**src/rtl/shift_deserializer_if.sv**
```systemverilog
// Word-level valid/ready port of the shift deserializer.
// The master offers captured words; the slave accepts them.
interface shift_deserializer_if #(
    parameter int WIDTH = 8
);
    logic [WIDTH-1:0] word_data;
    logic             word_valid;
    logic             word_ready;

    modport master (
        output word_data,
        output word_valid,
        input  word_ready
    );

    modport slave (
        input  word_data,
        input  word_valid,
        output word_ready
    );
endinterface

```
**src/rtl/shift_deserializer.sv**
```systemverilog
// Serial-to-parallel shift register with word framing, parallel load,
// rotate, serial output and a sticky dropped-word flag.
module shift_deserializer #(
    parameter int WIDTH     = 8,
    parameter bit MSB_FIRST = 1'b1
) (
    input  logic                     clk,
    input  logic                     reset,
    input  logic                     data,
    input  logic                     shift_enable,
    input  logic                     rotate,
    input  logic                     load,
    input  logic [WIDTH-1:0]         load_data,
    input  logic                     clear_overflow,
    output logic [WIDTH-1:0]         stored_data,
    output logic                     serial_out,
    output logic [$clog2(WIDTH)-1:0] bit_count,
    output logic                     overflow,
    shift_deserializer_if.master     word_if
);
    localparam int CW = $clog2(WIDTH);
    localparam logic [CW-1:0] LAST = CW'(WIDTH - 1);

    logic [WIDTH-1:0] r_sr;
    logic [CW-1:0]    r_cnt;
    logic [WIDTH-1:0] r_word;
    logic             r_valid;
    logic             r_ovf;

    logic             w_out;
    logic             w_in;
    logic [WIDTH-1:0] w_shifted;
    logic             w_shift;
    logic             w_capture;
    logic             w_xfer;
    logic             w_drop;

    assign w_out = MSB_FIRST ? r_sr[WIDTH-1] : r_sr[0];
    assign w_in  = rotate ? w_out : data;

    generate
        if (MSB_FIRST) begin : g_left
            assign w_shifted = {r_sr[WIDTH-2:0], w_in};
        end else begin : g_right
            assign w_shifted = {w_in, r_sr[WIDTH-1:1]};
        end
    endgenerate

    // Only counted (non-rotating) shifts frame words.
    assign w_shift   = !load && shift_enable;
    assign w_capture = w_shift && !rotate && (r_cnt == LAST);
    assign w_xfer    = r_valid && word_if.word_ready;
    assign w_drop    = w_capture && r_valid && !word_if.word_ready;

    always_ff @(posedge clk or posedge reset) begin
        if (reset) begin
            r_sr  <= '0;
            r_cnt <= '0;
        end else if (load) begin
            r_sr  <= load_data;
            r_cnt <= '0;
        end else if (shift_enable) begin
            r_sr <= w_shifted;
            if (!rotate)
                r_cnt <= (r_cnt == LAST) ? '0 : r_cnt + 1'b1;
        end
    end

    always_ff @(posedge clk or posedge reset) begin
        if (reset) begin
            r_word  <= '0;
            r_valid <= 1'b0;
        end else if (w_capture && (!r_valid || word_if.word_ready)) begin
            r_word  <= w_shifted;
            r_valid <= 1'b1;
        end else if (w_xfer) begin
            r_valid <= 1'b0;
        end
    end

    // A drop on the same edge as a clear keeps the flag set.
    always_ff @(posedge clk or posedge reset) begin
        if (reset)
            r_ovf <= 1'b0;
        else if (w_drop)
            r_ovf <= 1'b1;
        else if (clear_overflow)
            r_ovf <= 1'b0;
    end

    assign stored_data        = r_sr;
    assign serial_out         = w_out;
    assign bit_count          = r_cnt;
    assign overflow           = r_ovf;
    assign word_if.word_data  = r_word;
    assign word_if.word_valid = r_valid;
endmodule

```
**src/flat_wrapper.sv**
```systemverilog
// flat-port wrapper written by rule: the top's interface ports become plain ports
module shift_deserializer_flat 
#(
    parameter int WIDTH     = 8,
    parameter bit MSB_FIRST = 1'b1
)
  (clk, reset, data, shift_enable, rotate, load, load_data, clear_overflow, stored_data, serial_out, bit_count, overflow, word_if_word_data, word_if_word_valid, word_if_word_ready);
  shift_deserializer_if #(.WIDTH(WIDTH)) word_if_i ();
  input  logic clk;
  input  logic reset;
  input  logic data;
  input  logic shift_enable;
  input  logic rotate;
  input  logic load;
  input  logic [WIDTH-1:0] load_data;
  input  logic clear_overflow;
  output logic [WIDTH-1:0] stored_data;
  output logic serial_out;
  output logic [$clog2(WIDTH)-1:0] bit_count;
  output logic overflow;
  output wire logic [$bits(word_if_i.word_data)-1:0] word_if_word_data;
  output wire logic [$bits(word_if_i.word_valid)-1:0] word_if_word_valid;
  input wire logic [$bits(word_if_i.word_ready)-1:0] word_if_word_ready;
  assign word_if_word_data = word_if_i.word_data;
  assign word_if_word_valid = word_if_i.word_valid;
  assign word_if_i.word_ready = word_if_word_ready;
  shift_deserializer #(.WIDTH(WIDTH), .MSB_FIRST(MSB_FIRST)) u_core (.clk(clk), .reset(reset), .data(data), .shift_enable(shift_enable), .rotate(rotate), .load(load), .load_data(load_data), .clear_overflow(clear_overflow), .stored_data(stored_data), .serial_out(serial_out), .bit_count(bit_count), .overflow(overflow), .word_if(word_if_i));
endmodule
```
**config.mk**
```make
export PLATFORM = sky130hd
export DESIGN_NAME = shift_deserializer_flat
export DESIGN_NICKNAME = d
export VERILOG_FILES = /design/src/rtl/shift_deserializer_if.sv /design/src/rtl/shift_deserializer.sv /design/src/flat_wrapper.sv
export SDC_FILE = /design/constraint.sdc
export NUM_CORES = 1
export LEC_CHECK = 0
export BUFFER_PORTS_ARGS = -buffer_cell sky130_fd_sc_hd__buf_2
export CAP_MARGIN = 0
export CORE_UTILIZATION = 25
export DETAILED_ROUTE_END_ITERATION = 6
export GPL_TIMING_DRIVEN = 0
export PLACE_DENSITY = 0.46
export SYNTH_ARGS = -nofsm -noshare
export SYNTH_HDL_FRONTEND = slang
export SYNTH_SLANG_ARGS = --single-unit
```
**constraint.sdc**
```tcl
create_clock -name clk -period 2.3 [get_ports clk]
set_clock_uncertainty 0.05 [all_clocks]
set_input_delay 0 -clock clk [delete_from_list [all_inputs] [get_ports clk]]
set_output_delay 0 -clock clk [all_outputs]
set_load 0.05 [all_outputs]
```
* Word-level counts from Yosys, hierarchy flattened *
Cells that the tools add are included.

word-level totals
  register bits after elaboration = 21
  latch bits = 0
  memory bits (writable) = 0
  bits in read-only memories = 0
  input port bits = 16
  output and inout bits = 22
  logic and storage cells = 35
  memories kept = 0

operators by class
  $add $sub $neg = 1
  $mul = 0
  div/mod/pow operators = 0
  magnitude comparators = 0
  equal/unequal tests = 2
  shift operators = 0
  multiplexer cells = 11
  bitwise operators = 0
  reduce and logical (&&, ||, !) cells = 16

operator list
  cell                                                    number
  2-to-1 mux 8 bit                                        2
  2-to-1 mux 3 bit                                        4
  logical AND 1 bit                                       7
  nonzero test 2 bit                                      3
  2-to-1 mux 1 bit                                        5
  logical NOT 1 bit                                       4
  adder 3 x 1 -> 3 bit (second input constant)            1
  equality test 3 bit (second input constant)             1
  inequality test 2 x 1 -> 1 bit (second input constant)  1
  AND reduction 2 bit                                     1
  logical OR 1 bit                                        1

* Logic depth before layout (Yosys ltp) *
  depth in word-level cells = 7
  depth in mapped cells = 5
  gate-level depth less buffers = 5

* Least setup slack after synthesis *
No wires, ideal clock.

  kind = register -> register
  from = register u_core.r_cnt[0] (netlist: u_core.bit_count[0])
  to = register u_core.r_word[0] (netlist: u_core.word_if.word_data[0])
  library setup time = 0.125 ns
  arrival = 1.550 ns
  slack = 0.576 ns
  stages on the path, launching flop included = 5
  path buffers = 0
  clock period less this slack = 1.724 ns
  path through = dfrtp_1 ha_1 ha_1 nand4b_4 mux2_2

between the ends
  word-level cells in the longest chain between the ends = 3

ends and longest elaborated chain
  element                   line                      text
  start: declaration        shift_deserializer.sv:25  logic [CW-1:0] r_cnt;
  start signal: assignment  shift_deserializer.sv:65  r_cnt <= (r_cnt == LAST) ? '0 : r_cnt + 1'b1;
  equality test 3 bit       shift_deserializer.sv:51  assign w_capture = w_shift && !rotate && (r_cnt == LAST);
  logical AND 1 bit         shift_deserializer.sv:51
  logical AND 1 bit         shift_deserializer.sv:73  end else if (w_capture && (!r_valid || word_if.word_ready)) begin
  end signal: assignment    shift_deserializer.sv:74  r_word <= w_shifted;
  end: declaration          shift_deserializer.sv:26  logic [WIDTH-1:0] r_word;

Every way passes these cells.
A chain may end at the register's enable or synchronous reset.

* Final worst setup path *
  from = register u_core.r_cnt[0] (netlist: u_core.bit_count[0])
  to = register u_core.r_word[2] (netlist: u_core.word_if.word_data[2])

Same word-level chain as after synthesis.

==> run summary <==
Final ANT Viol Nets: 0
Critical Path Start: u_core.bit_count[0]
reg2reg start: u_core.bit_count[0]
DP HPWL: 1580 um
status: complete, no violations
first-pass GRT wire length: 3540 um
Most used DFF post-synth: dfrtp_1
total of max-cap violations: 0
register area: 526 um^2
clk buf depth: 2
# fillers: 375
Max transition margin: 46.4%
share of cells above drive strength 1: 41.3%
setup TNS: 0 ns
Max FO, Critical Path: 8
routed vias: 734
nets@finish: 145
P_leak: 0.721 nW
Multi-input gate area: 377 um^2
CTS Buf Count: 3
Chip Width: 63.6 um
Tot GR Track Use: 11.7%
H-tree levels: 1
initial antenna violation count: 0
placement row count: 21
insertion delay to the later sink of the worst-skew pair: 0.26 ns
sequential area share after synthesis: 55.5%
area delta synth->final: 40.4%
flops & latches, synth: 21
TritonRoute pass-1 iters: 3
Ant. Diodes: 0
Slew Viols, Final: 0
syn_area_per_cell: 12.5 um^2
core area: 0.00347 mm^2
final setup violating endpoints: 0
Initial Util: 27.3%
io pins: 38
Slew @ Worst Pin: 0.803 ns
1st-iter DRT viols: 11
clk sinks: 21
EDFF count, synth: 0
vias per cell: 4.27
Die Footprint: 0.00404 mm^2
Non-Filler Instances: 172
vias in the first global route: 753
die height: 63.6 um
grt ovf: 0
DP Cell Count: 158
total power: 810 uW
Post-synth ARST share: 100%
Hold Startpoint: word_if_word_ready
flop-to-flop setup slack: 0.72 ns
count of final hold-check violations: 0
TritonCTS clock tree: done
Yosys warning count: 0
Synth Cell Area: 947 um^2
Root Driver: clkbuf_8
minimum clock period: 1.58 ns
GP Congestion: 0.705
hold depth: 3
placed cell areas: 0.00118 mm^2
RSZ-0062 raised after global routing: false
worst min-delay path class: in2reg
Worst setup EP type: flip-flop
buffers added on ports: 36
crit path DAT: 1.67 ns
Worst Path Required: 2.40 ns
syn_nets: 94
startpoint types: flip-flop
post-route cell area: 0.00133 mm^2
Hold EP: u_core.word_if.word_valid
pin count of the biggest net entering global routing: 22
WL/cell: 12.8 um
period utilization: 68.5%
post-synthesis cell type count: 16
r2r worst-path depth: 4
Worst-path clk slew: 0.07 ns
CTS resizes: 0
Max IR drop VDD: 0.391 mV
Max Freq: 0.634 GHz
detailed-route wire length: 2210 um
DRC viols: 0
critical setup path kind: reg2reg
Power Dens Cells: 609 mW/mm^2
reg2reg end: u_core.word_if.word_data[2]
Mapped Cells: 76
-- registers in the layout, summed over array words and instances, names as in the netlist --
name,cells
u_core.overflow,1
u_core.stored_data,8
u_core.word_if.word_data,8
u_core.word_if.word_valid,1
u_core.bit_count,3
-- layout by cell type (no fill, tap or decap) --
cell / synthesis / final
nand4b_4: 1 / 1
clkbuf_8: 0 / 3
mux2i_1: 11 / 11
buf_2: 0 / 36
o21ai_0: 8 / 8
buf_4: 1 / 1
o22ai_1: 1 / 1
inv_1: 2 / 2
nand2_1: 9 / 9
and2b_1: 1 / 1
dlygate4sd3_1: 0 / 10
buf_6: 2 / 2
dfrtp_1: 21 / 21
clkbuf_1: 2 / 3
ha_1: 2 / 2
mux2_2: 9 / 9
nand3b_1: 1 / 1
nand2b_1: 1 / 1
nor2_1: 4 / 4
-- timing repair --
action	CTS	global route
endpoints found under the setup margin	0	0
hold buffers	10	0
hold endpoints to repair	30	0
setup buffers	0	0
-- metal layers --
layer  vias to the layer above  GRT usage, %  wire length, um
met3                         2          3.80              101
met4                         0          2.56               15
met5                         -             0                0
met1                       351          13.2              908
li1                        363             -                -
met2                        18          21.1             1190
-- through the flow --
| step | utilization [%] | hold WS [ns] | setup WS [ns] |
|---|---|---|---|
| after floorplan | - | -0.0735 | 0.576 |
| final | 38.3 | 0.0622 | 0.723 |
| after detailed placement | 34.2 | 0.149 | 0.694 |
| after global placement | 34.2 | 0.149 | 0.758 |
| after CTS | 38.3 | 0.0602 | 0.685 |
| after global routing | 38.3 | 0.0782 | 0.631 |
-- kinds of logic after synthesis --
logic type,after synthesis,synth area share [%]
compound gates,9,4.89
buf+inv,7,4.76
fa+ha+maj,2,2.64
simple gates,17,9.91
mux,20,22.3
flops,21,55.5
-- report_power, final --
| group | internal [mW] | switching, mW |
|---|---|---|
| clock network | 0.123 | 0.115 |
| registers | 0.386 | 0.0184 |
| logic | 0.0581 | 0.110 |
-- worst max-delay path by stage --
stage	end	slack (ns)	cells after the start
finish	u_core.word_if.word_data[2]	0.72	4
global route	u_core.word_if.word_data[7]	0.63	4
CTS	u_core.word_if.word_data[2]	0.68	4
detailed placement	u_core.word_if.word_data[2]	0.69	4
global placement	u_core.word_if.word_data[3]	0.76	4
floorplan	u_core.word_if.word_data[0]	0.58	4
-- layout make-up --
cell class / instances / area share, %
Timing Repair Buffer: 46 / 21.1
Buffer: 5 / 2.82
Sequential cell: 21 / 39.5
Tap cell: 46 / 4.33
Multi-Input combinational cell: 48 / 28.3
Clock buffer: 4 / 3.39
Inverter: 2 / 0.564
-- critical path: stages, from the launching register on --
cell	delay, ns
dfrtp_1	0.42
ha_1	0.21
ha_1	0.24
nand4b_4	0.19
mux2_2	0.35
-- Yosys cell counts, drive strengths merged (2+ instances only) --
library cell	count	area (um^2)
dfrtp	21	526
mux2i	11	110
mux2	9	101
nand2	9	33.8
o21ai	8	40.0
nor2	4	15.0
buf	3	30.0
clkbuf	2	7.51
ha	2	25.0
inv	2	7.51
No activity file was read; power rests on OpenSTA's default activity.
